## config.mk

```make
export PLATFORM = sky130hd
export DESIGN_NAME = program_counter_stack_flat
export DESIGN_NICKNAME = d
export VERILOG_FILES = /design/src/rtl/program_counter_stack_pkg.sv /design/src/rtl/program_counter_stack_if.sv /design/src/rtl/program_counter_stack_return_stack.sv /design/src/rtl/program_counter_stack.sv /design/src/flat_wrapper.sv
export SDC_FILE = /design/constraint.sdc
export NUM_CORES = 1
export LEC_CHECK = 0
export ABC_AREA = 1
export CORE_UTILIZATION = 40
export DETAILED_ROUTE_END_ITERATION = 7
export GPL_TIMING_DRIVEN = 0
export SLEW_MARGIN = 20
export SYNTH_ARGS = -nofsm -noshare
export SYNTH_HDL_FRONTEND = slang
export SYNTH_SLANG_ARGS = --single-unit
```

## constraint.sdc

```tcl
create_clock -name clk -period 2.9 [get_ports clk]
set_clock_uncertainty 0.15 [all_clocks]
set_input_delay 0.725 -clock clk [delete_from_list [all_inputs] [get_ports clk]]
set_output_delay 0.725 -clock clk [all_outputs]
set_load 0.03 [all_outputs]
```

## src/rtl/program_counter_stack_pkg.sv

```systemverilog
// Shared types and default widths for the program counter / return-stack slice.
//  pc_op_e : 3-bit micro-op driving the program counter.
//  Default width constants are used as parameter defaults by the interface and the top.
package program_counter_stack_pkg;

  typedef enum logic [2:0] {
    PC_NOP   = 3'd0,
    PC_INC   = 3'd1,
    PC_SJMP  = 3'd2,
    PC_JMP   = 3'd3,
    PC_CALL  = 3'd4,
    PC_RET   = 3'd5,
    PC_BRREL = 3'd6,
    PC_RSVD  = 3'd7
  } pc_op_e;

  localparam int unsigned PcWDefault         = 8;
  localparam int unsigned LoWDefault         = 4;
  localparam int unsigned WordWDefault       = 4;
  localparam int unsigned StackDepthDefault  = 4;

endpackage

```

## src/rtl/program_counter_stack_if.sv

```systemverilog
// Control/status bundle between the fetch sequencer and program_counter_stack.
//  master : drives ce, halt, op, imm, bus_in; observes pc, sp and stack flags.
//  slave  : the program counter itself.
// Widths must match the parameters of the program_counter_stack it connects to.
interface program_counter_stack_if #(
  parameter int unsigned PC_W        = program_counter_stack_pkg::PcWDefault,
  parameter int unsigned LO_W        = program_counter_stack_pkg::LoWDefault,
  parameter int unsigned WORD_W      = program_counter_stack_pkg::WordWDefault,
  parameter int unsigned STACK_DEPTH = program_counter_stack_pkg::StackDepthDefault
);
  import program_counter_stack_pkg::*;

  localparam int unsigned SP_W = $clog2(STACK_DEPTH + 1);

  logic              ce;
  logic              halt;
  pc_op_e            op;
  logic [LO_W-1:0]   imm;
  logic [WORD_W-1:0] bus_in;
  logic [PC_W-1:0]   pc;
  logic [SP_W-1:0]   sp;
  logic              stack_full;
  logic              stack_empty;
  logic              stack_err;

  modport master (
    output ce, halt, op, imm, bus_in,
    input  pc, sp, stack_full, stack_empty, stack_err
  );

  modport slave (
    input  ce, halt, op, imm, bus_in,
    output pc, sp, stack_full, stack_empty, stack_err
  );

endinterface

```

## src/rtl/program_counter_stack_return_stack.sv

```systemverilog
// LIFO return-address stack with occupancy counter.
//  clk, reset     : clock, synchronous active-low reset (clears occupancy only)
//  push_i, din_i  : write din_i at entry[sp], sp++ (ignored when full)
//  pop_i          : sp-- (ignored when empty or when push_i is also high)
//  dout_o         : entry[sp-1], i.e. the current top of stack, combinational
//  sp_o           : occupancy 0..DEPTH
//  full_o/empty_o : decoded from the registered occupancy
module pc_return_stack #(
  parameter  int unsigned DEPTH = 4,
  parameter  int unsigned WIDTH = 8,
  localparam int unsigned SP_W  = $clog2(DEPTH + 1)
) (
  input  logic             clk,
  input  logic             reset,
  input  logic             push_i,
  input  logic             pop_i,
  input  logic [WIDTH-1:0] din_i,
  output logic [WIDTH-1:0] dout_o,
  output logic [SP_W-1:0]  sp_o,
  output logic             full_o,
  output logic             empty_o
);

  localparam int unsigned IDX_W = (DEPTH > 1) ? $clog2(DEPTH) : 1;
  localparam logic [SP_W-1:0] SpOne   = SP_W'(1);
  localparam logic [SP_W-1:0] SpDepth = SP_W'(DEPTH);

  logic [WIDTH-1:0] mem_q [2**IDX_W];
  logic [SP_W-1:0]  sp_q, sp_d;
  logic [IDX_W-1:0] wr_idx, rd_idx;
  logic             do_push, do_pop;

  assign full_o  = (sp_q == SpDepth);
  assign empty_o = (sp_q == '0);

  // Guards live here so the top never has to qualify push/pop with the flags.
  assign do_push = push_i & ~full_o;
  assign do_pop  = pop_i & ~push_i & ~empty_o;

  // sp < DEPTH whenever a write happens, so truncation to IDX_W is lossless.
  assign wr_idx = IDX_W'(sp_q);
  assign rd_idx = IDX_W'(sp_q - SpOne);
  assign dout_o = mem_q[rd_idx];
  assign sp_o   = sp_q;

  always_comb begin
    sp_d = sp_q;
    if (do_push) begin
      sp_d = sp_q + SpOne;
    end else if (do_pop) begin
      sp_d = sp_q - SpOne;
    end
  end

  always_ff @(posedge clk) begin
    if (!reset) begin
      sp_q <= '0;
    end else begin
      sp_q <= sp_d;
    end
  end

  // Storage needs no reset: entries above sp are never read.
  always_ff @(posedge clk) begin
    if (reset && do_push) begin
      mem_q[wr_idx] <= din_i;
    end
  end

endmodule

```

## src/rtl/program_counter_stack.sv

```systemverilog
// Parametrised program counter with a hardware return-address stack and wide jumps.
// Low PC bits come from the instruction immediate, high bits from the data bus.
//  clk   : clock, all state updates on the rising edge
//  reset : synchronous, active-low; clears pc, sp and stack_err, overrides any op
//  bus   : program_counter_stack_if.slave
//          in : ce, halt, op (pc_op_e), imm [LO_W], bus_in [WORD_W]
//          out: pc (registered), sp, stack_full, stack_empty, stack_err (sticky)
// Build option: define PC_BRANCH_REL_EN to make op 6 a relative branch
// (pc + sign_extend(imm)); otherwise op 6 behaves as INC.
module program_counter_stack
  import program_counter_stack_pkg::*;
#(
  parameter int unsigned PC_W        = PcWDefault,
  parameter int unsigned LO_W        = LoWDefault,
  parameter int unsigned WORD_W      = WordWDefault,
  parameter int unsigned STACK_DEPTH = StackDepthDefault
) (
  input logic                   clk,
  input logic                   reset,
  program_counter_stack_if.slave bus
);

  localparam int unsigned HI_W = PC_W - LO_W;
  localparam int unsigned SP_W = $clog2(STACK_DEPTH + 1);
  localparam logic [PC_W-1:0] PcOne = PC_W'(1);

  logic [PC_W-1:0] pc_q, pc_d;
  logic [PC_W-1:0] pc_inc;
  logic [PC_W-1:0] jmp_tgt;
  logic [PC_W-1:0] stk_dout;
  logic [SP_W-1:0] stk_sp;
  logic            stk_full, stk_empty;
  logic            err_q, err_d;
  logic            upd;
  logic            push, pop;

  assign upd     = bus.ce & ~bus.halt;
  assign pc_inc  = pc_q + PcOne;
  assign jmp_tgt = {bus.bus_in[HI_W-1:0], bus.imm};

  // The stack module ignores a push when full and a pop when empty.
  assign push = upd & (bus.op == PC_CALL);
  assign pop  = upd & (bus.op == PC_RET);

  pc_return_stack #(
    .DEPTH (STACK_DEPTH),
    .WIDTH (PC_W)
  ) u_stack (
    .clk     (clk),
    .reset   (reset),
    .push_i  (push),
    .pop_i   (pop),
    .din_i   (pc_inc),
    .dout_o  (stk_dout),
    .sp_o    (stk_sp),
    .full_o  (stk_full),
    .empty_o (stk_empty)
  );

  always_comb begin
    pc_d  = pc_q;
    err_d = err_q;
    if (upd) begin
      unique case (bus.op)
        PC_NOP:  pc_d = pc_q;
        PC_INC:  pc_d = pc_inc;
        PC_SJMP: pc_d = {pc_q[PC_W-1:LO_W], bus.imm};
        PC_JMP:  pc_d = jmp_tgt;
        PC_CALL: begin
          if (stk_full) begin
            pc_d  = pc_inc;
            err_d = 1'b1;
          end else begin
            pc_d = jmp_tgt;
          end
        end
        PC_RET: begin
          if (stk_empty) begin
            pc_d  = pc_inc;
            err_d = 1'b1;
          end else begin
            pc_d = stk_dout;
          end
        end
`ifdef PC_BRANCH_REL_EN
        PC_BRREL: pc_d = pc_q + {{HI_W{bus.imm[LO_W-1]}}, bus.imm};
`else
        PC_BRREL: pc_d = pc_inc;
`endif
        PC_RSVD: pc_d = pc_inc;
        default: pc_d = pc_inc;
      endcase
    end
  end

  always_ff @(posedge clk) begin
    if (!reset) begin
      pc_q  <= '0;
      err_q <= 1'b0;
    end else begin
      pc_q  <= pc_d;
      err_q <= err_d;
    end
  end

  assign bus.pc          = pc_q;
  assign bus.sp          = stk_sp;
  assign bus.stack_full  = stk_full;
  assign bus.stack_empty = stk_empty;
  assign bus.stack_err   = err_q;

endmodule

```

## src/flat_wrapper.sv

```systemverilog
// flat-port wrapper written by rule: the top's interface ports become plain ports
module program_counter_stack_flat import program_counter_stack_pkg::*;
#(
  parameter int unsigned PC_W        = PcWDefault,
  parameter int unsigned LO_W        = LoWDefault,
  parameter int unsigned WORD_W      = WordWDefault,
  parameter int unsigned STACK_DEPTH = StackDepthDefault
)
  (clk, reset, bus_ce, bus_halt, bus_op, bus_imm, bus_bus_in, bus_pc, bus_sp, bus_stack_full, bus_stack_empty, bus_stack_err);
  program_counter_stack_if #(.PC_W(PC_W), .LO_W(LO_W), .WORD_W(WORD_W), .STACK_DEPTH(STACK_DEPTH)) bus_i ();
  input logic clk;
  input logic reset;
  input wire logic [$bits(bus_i.ce)-1:0] bus_ce;
  input wire logic [$bits(bus_i.halt)-1:0] bus_halt;
  input wire logic [$bits(bus_i.op)-1:0] bus_op;
  input wire logic [$bits(bus_i.imm)-1:0] bus_imm;
  input wire logic [$bits(bus_i.bus_in)-1:0] bus_bus_in;
  output wire logic [$bits(bus_i.pc)-1:0] bus_pc;
  output wire logic [$bits(bus_i.sp)-1:0] bus_sp;
  output wire logic [$bits(bus_i.stack_full)-1:0] bus_stack_full;
  output wire logic [$bits(bus_i.stack_empty)-1:0] bus_stack_empty;
  output wire logic [$bits(bus_i.stack_err)-1:0] bus_stack_err;
  assign bus_i.ce = bus_ce;
  assign bus_i.halt = bus_halt;
  assign bus_i.op = bus_op;
  assign bus_i.imm = bus_imm;
  assign bus_i.bus_in = bus_bus_in;
  assign bus_pc = bus_i.pc;
  assign bus_sp = bus_i.sp;
  assign bus_stack_full = bus_i.stack_full;
  assign bus_stack_empty = bus_i.stack_empty;
  assign bus_stack_err = bus_i.stack_err;
  program_counter_stack #(.PC_W(PC_W), .LO_W(LO_W), .WORD_W(WORD_W), .STACK_DEPTH(STACK_DEPTH)) u_core (.clk(clk), .reset(reset), .bus(bus_i));
endmodule
```

==> results of run 1 <==
-- layer usage --
metal / wire length [um] / vias up / track usage (%)
li1: - / 947 / -
met1: 2290 / 825 / 22.6
met2: 2360 / 44 / 28.8
met3: 283 / 9 / 4.24
met4: 84 / 0 / 6.60
met5: 0 / - / 0
-- layout make-up --
cell class / count / share of cell area (%)
flip-flops and latches: 44 / 44.2
multi-input cells: 194 / 33.5
repair buffers: 28 / 9.94
inverters: 29 / 4.00
well taps: 72 / 3.31
clock buffers: 6 / 2.67
plain buffers: 6 / 1.89
clock inverters: 2 / 0.460
-- cells in the final DEF, fill, tap and decap left out, drive strengths merged --
master,Yosys,routed
nand2,92,92
nor2,37,37
edfxtp,32,32
nand3,31,31
inv,28,28
clkdlybuf4s50,0,26
o21ai,15,15
dfxtp,12,12
clkbuf,1,9
ha,6,6
buf,5,5
xor2,4,4
a21oi,4,4
nand4,3,3
clkinv,1,2
xnor2,1,1
o21bai,1,1
clkinvlp,0,1
-- report_power, final --
group | total, mW | internal [mW] | switching [mW]
combinational | 0.141 | 0.0561 | 0.0847
clock | 0.385 | 0.169 | 0.217
sequential | 0.687 | 0.679 | 0.00743
-- path summary, 6_finish.rpt --
path / depth (start not counted) / endpoint / from / slack [ns]
setup / recovery: 9 / u_core.u_stack.mem_q[0][6] / u_core.u_stack.sp_o[0] / 0.01
hold / removal: 2 / u_core.bus.stack_err / u_core.bus.stack_err / 0.31
setup reg to reg: 9 / u_core.u_stack.mem_q[0][6] / u_core.u_stack.sp_o[0] / 0.01
hold reg to reg: 2 / u_core.bus.stack_err / u_core.bus.stack_err / 0.31
-- state kept, by name, indices dropped and copies added, names as in the netlist --
signal	cells
u_core.u_stack.mem_q	32
u_core.bus.stack_err	1
u_core.u_stack.sp_o	3
u_core.bus.pc	8
-- kinds of logic after synthesis --
kind of cell	Yosys count	share of synthesized area, %
adder cells (fa/ha/maj)	6	3.30
flip-flops	44	52.8
AND/OR/NAND/NOR	163	30.0
buffers and inverters	35	7.04
XOR/XNOR	5	1.93
AO/OA/AOI/OAI	20	4.84
-- through the flow --
step                power [mW]  util, %  cell area (sq um)
floorplan                0.785        -               2270
global placement         0.843     48.0               2640
detailed placement       0.844     48.0               2640
CTS                       1.22     49.5               2730
global route              1.26     49.4               2720
finish                    1.21     49.4               2720
-- what timing repair did --
item	in CTS	in global routing
endpoints found under the setup margin	18	34
buffers inserted	0	0
gates resized for setup	2	4
-- worst max-delay path, cell delays in order (launching register included) --
cell,delay [ns]
dfxtp_1,0.41
buf_6,0.16
inv_2,0.10
buf_6,0.17
ha_1,0.23
nand2_1,0.13
nand3_2,0.16
nor2_1,0.19
nand2_1,0.13
nor2_1,0.68
==> flow_metrics.env, run 1 <==
export IMPL_synth_cell_types=24
export IMPL_fp_dieW_um=77.4
export IMPL_postRouteWirelength_um=5020
export IMPL_fill_cells=528
export IMPL_grt_pass1_vias=1709
export IMPL_dp_slack_ns=-0.286
export IMPL_vdd_drop_max_mv=0.300
export IMPL_diodes=0
export IMPL_dp_cells=373
export IMPL_seq_area_sq_um=1200
export IMPL_cap_violations=0
export IMPL_dieHeight_um=77.4
export IMPL_cts_buffers=5
export IMPL_synth_ff_type="edfxtp_1"
export IMPL_clk_latency_ns=0.30
export IMPL_synthTopCellsByArea="edfxtp_1, nand2_1, dfxtp_1"
export IMPL_finalNonFillerCells=381
export IMPL_slew_violations=0
export IMPL_end_kind="flop"
export IMPL_multi_input_area_sq_um=912
export IMPL_dr_pass1_iters=4
export IMPL_tns_ns=0
export IMPL_wl_per_cell_um=13.2
export IMPL_status="completed"
export IMPL_setup_violations_final=0
export IMPL_critPathLaunchType="flop"
export IMPL_clkTransAtPathRegs_ns=0.09
export IMPL_grt_pass1_wl_um=7980
export IMPL_rsz0062_at_grt="yes"
export IMPL_worst_pin_slew_ns=0.864
export IMPL_io_buffers=28
export IMPL_clockBufferDepth=2
export IMPL_yosysSeqAreaShare_pct=52.8
export IMPL_avgViaCountPerCell=4.79
export IMPL_fin_crit_sh_pct=99.6
export IMPL_cts_root_buf="clkbuf_8"
export IMPL_layout_drive_gt1_share_pct=7.77
export IMPL_crit_type="reg2reg"
export IMPL_overflow=0
export IMPL_fin_crit_ns=2.89
export IMPL_hold_slack_ns=0.312
export IMPL_cts_tree="built"
export IMPL_num_vias=1825
export IMPL_drt_iter0_markers=112
export IMPL_detail_route_antenna_nets=0
export IMPL_htreeDepth=2
export IMPL_cts_num_sinks=44
export IMPL_crit_fanout=12
export IMPL_grt_max_degree=15
export IMPL_num_nets_final=329
export IMPL_synth_edf_count=32
export IMPL_cp_data_required_time_ns=2.68
export IMPL_yosysWarnings=0
export IMPL_antenna_found_initial=0
export IMPL_area_growth_syn_to_layout_pct=19.6
export IMPL_syn_area_per_cell_sq_um=8.33
export IMPL_powerDensity_nw_per_um2=446
export IMPL_synth_largest_area_cell="edfxtp_1"
export IMPL_start_util_pct=41.3
export IMPL_yosys_area_top_type_share_pct=42.3
export IMPL_slew_headroom_pct=42.2
export IMPL_grt_use_total_pct=17.7
export IMPL_synth_seq_cells=44
export IMPL_synth_most_common_cell="nand2_1"
export IMPL_drc_errors=0
export IMPL_die_area_sq_um=5990
export IMPL_total_leakage_power_nw=1.14
export IMPL_num_rows=27
export IMPL_ys_top_cells_by_count="nand2_1, nor2_1, edfxtp_1"
export IMPL_hp_class="reg2reg"
export IMPL_core_sq_um=5510
export IMPL_syn_area_sq_um=2270
export IMPL_hold_viol_final=0
export IMPL_fmax_mhz=346
export IMPL_dp_hpwl_um=3580
export IMPL_synthesis_nets=294
export IMPL_ctsHoldBuffers=0
export IMPL_gp_congestion=0.767
export IMPL_finalWorstSetupSlack_ns=0.0129
export IMPL_io_pins=29
export IMPL_netlist_instances=273
export IMPL_crit_arrival_ns=2.67
export IMPL_synthArstFlopShare_pct=0
Note: power is estimated with default switching activity, not from simulation.
==> run 2, diff against run 1 <==
- PLACE_DENSITY: not set -> 0.64
==> flow_metrics.env, run 2 (synthesized netlist as in run 1, its figures left out) <==
export IMPL_status="completed"
export IMPL_cts_root_buf="clkbuf_8"
export IMPL_total_leakage_power_nw=1.15
export IMPL_fin_crit_sh_pct=99.4
export IMPL_top_register="u_core.u_stack.mem_q"
export IMPL_postRouteWirelength_um=5030
export IMPL_detail_route_antenna_nets=0
export IMPL_dp_hpwl_um=3580
export IMPL_htreeDepth=2
export IMPL_cts_tree="built"
export IMPL_grt_use_total_pct=18.1
export IMPL_largest_reg_flops=32
export IMPL_io_buffers=28
export IMPL_critPathLaunchType="flop"
export IMPL_mostFrequentLayoutCell="nand2_1"
export IMPL_ctsHoldBuffers=0
export IMPL_power_mw=1.32
export IMPL_crit_family="simple AND/OR/NAND/NOR gates"
export IMPL_post_cts_buffers=0
export IMPL_cts_buffers=5
export IMPL_fin_crit_ns=2.88
export IMPL_hp_start="u_core.bus.stack_err"
export IMPL_finalNonFillerCells=381
export IMPL_clk_latency_ns=0.30
export IMPL_cp_data_required_time_ns=2.68
export IMPL_crit_arrival_ns=2.66
export IMPL_dieHeight_um=77.4
export IMPL_setup_violations_final=0
export IMPL_hold_viol_final=0
export IMPL_start_util_pct=41.3
export IMPL_grt_max_degree=16
export IMPL_fmax_mhz=347
export IMPL_hold_slack_ns=0.305
export IMPL_crit_fanout=12
export IMPL_rsz0062_at_grt="yes"
export IMPL_grt_pass1_wl_um=8220
export IMPL_critical_path_buf_inv_count=3
export IMPL_hold_path_depth=2
export IMPL_crit_type="reg2reg"
export IMPL_die_area_sq_um=5990
export IMPL_cap_violations=0
export IMPL_core_sq_um=5510
export IMPL_num_vias=1844
export IMPL_num_nets_final=329
export IMPL_grt_pass1_vias=1681
export IMPL_worstReg2RegStart="u_core.u_stack.sp_o[0]"
export IMPL_final_util_pct=50.0
export IMPL_min_to="u_core.bus.stack_err"
export IMPL_avgViaCountPerCell=4.84
export IMPL_clkTransAtPathRegs_ns=0.09
export IMPL_slew_headroom_pct=42.8
export IMPL_tns_ns=0
export IMPL_io_pins=29
export IMPL_cp_cell_sequence="buf_6 > inv_2 > buf_6 > ha_1 > nand2_1 > nand3_2 > nor2_1 > nand2_1 > nor2_1"
export IMPL_fp_dieW_um=77.4
export IMPL_dp_cells=373
export IMPL_slew_violations=0
export IMPL_hp_class="reg2reg"
export IMPL_area_growth_syn_to_layout_pct=21.0
export IMPL_layout_drive_gt1_share_pct=8.41
export IMPL_antenna_found_initial=0
export IMPL_dr_pass1_iters=4
export IMPL_num_rows=27
export IMPL_drt_iter0_markers=90
export IMPL_gp_congestion=0.847
export IMPL_overflow=0
export IMPL_end_kind="flop"
export IMPL_diodes=0
export IMPL_final_cell_mix="nand2_1, nor2_1, edfxtp_1"
export IMPL_cts_num_sinks=44
export IMPL_wl_per_cell_um=13.2
export IMPL_cp_slowest_cell="nor2_1"
export IMPL_r2r_slack_ns=0.02
export IMPL_drc_errors=0
export IMPL_slowest_delay_ns=0.68
export IMPL_powerDensity_nw_per_um2=478
export IMPL_clockBufferDepth=2
export IMPL_reg2reg_to="u_core.u_stack.mem_q[1][6]"
export IMPL_rr_worst_depth=9
export IMPL_vdd_drop_max_mv=0.326
export IMPL_worst_pin_slew_ns=0.856
run 2: per-stage QoR:
stage / worst slack, ns / area, sq um
floorplan: 0.394 / 2270
global placement: -0.241 / 2640
detailed placement: -0.258 / 2640
CTS: -0.0244 / 2760
global route: -0.228 / 2750
finish: 0.0168 / 2750
run 2: report_power, final:
group          internal [mW]  switching (mW)  leakage [nW]
combinational         0.0560          0.0844         0.699
sequential             0.679         0.00802         0.397
clock                  0.260           0.229        0.0548
total                  0.995           0.321          1.15
run 2: worst max path at each step:
| stage | startpoint | to | slack, ns | cells after the start |
|---|---|---|---|---|
| 5_1_grt | u_core.u_stack.sp_o[0] | u_core.u_stack.mem_q[2][5] | -0.23 | 9 |
| 4_1_cts | u_core.u_stack.sp_o[0] | u_core.u_stack.mem_q[1][4] | -0.02 | 9 |
| 3_5_place_dp | bus_op[0] | u_core.u_stack.mem_q[0][7] | -0.26 | 6 |
| 3_3_place_gp | bus_op[1] | u_core.u_stack.mem_q[0][7] | -0.24 | 6 |
| 6_report | u_core.u_stack.sp_o[0] | u_core.u_stack.mem_q[1][6] | 0.02 | 9 |
| 2_1_floorplan | u_core.u_stack.sp_o[0] | u_core.u_stack.mem_q[1][0] | 0.39 | 9 |
run 2: timing repair:
item / CTS / global route
cloned: 0 / 0
hold endpoints to repair: 0 / 0
gates resized for setup: 4 / 3
endpoints found under the setup margin: 24 / 34
run 2: per-layer routing:
| metal | share of wire [%] | GRT usage [%] |
|---|---|---|
| met3 | 4.0 | 3.06 |
| met5 | 0 | 0 |
| met1 | 47 | 24.5 |
| met4 | 0.60 | 5.28 |
| met2 | 48 | 29.6 |
run 2: layout make-up:
class	instances	area, sq um
plain buffers	6	51.3
clock buffers	5	68.8
clock inverters	3	46.3
fillers	536	2760
inverters	29	109
multi-input cells	194	915
flip-flops and latches	44	1200
well taps	72	90.1
repair buffers	28	270
run 2: worst reg2reg max path, delay by kind of cell (launching register included):
family	cells	cell delay (ns)
simple gates	5	1.28
flops	1	0.44
fa+ha+maj	1	0.23
buf+inv	3	0.42
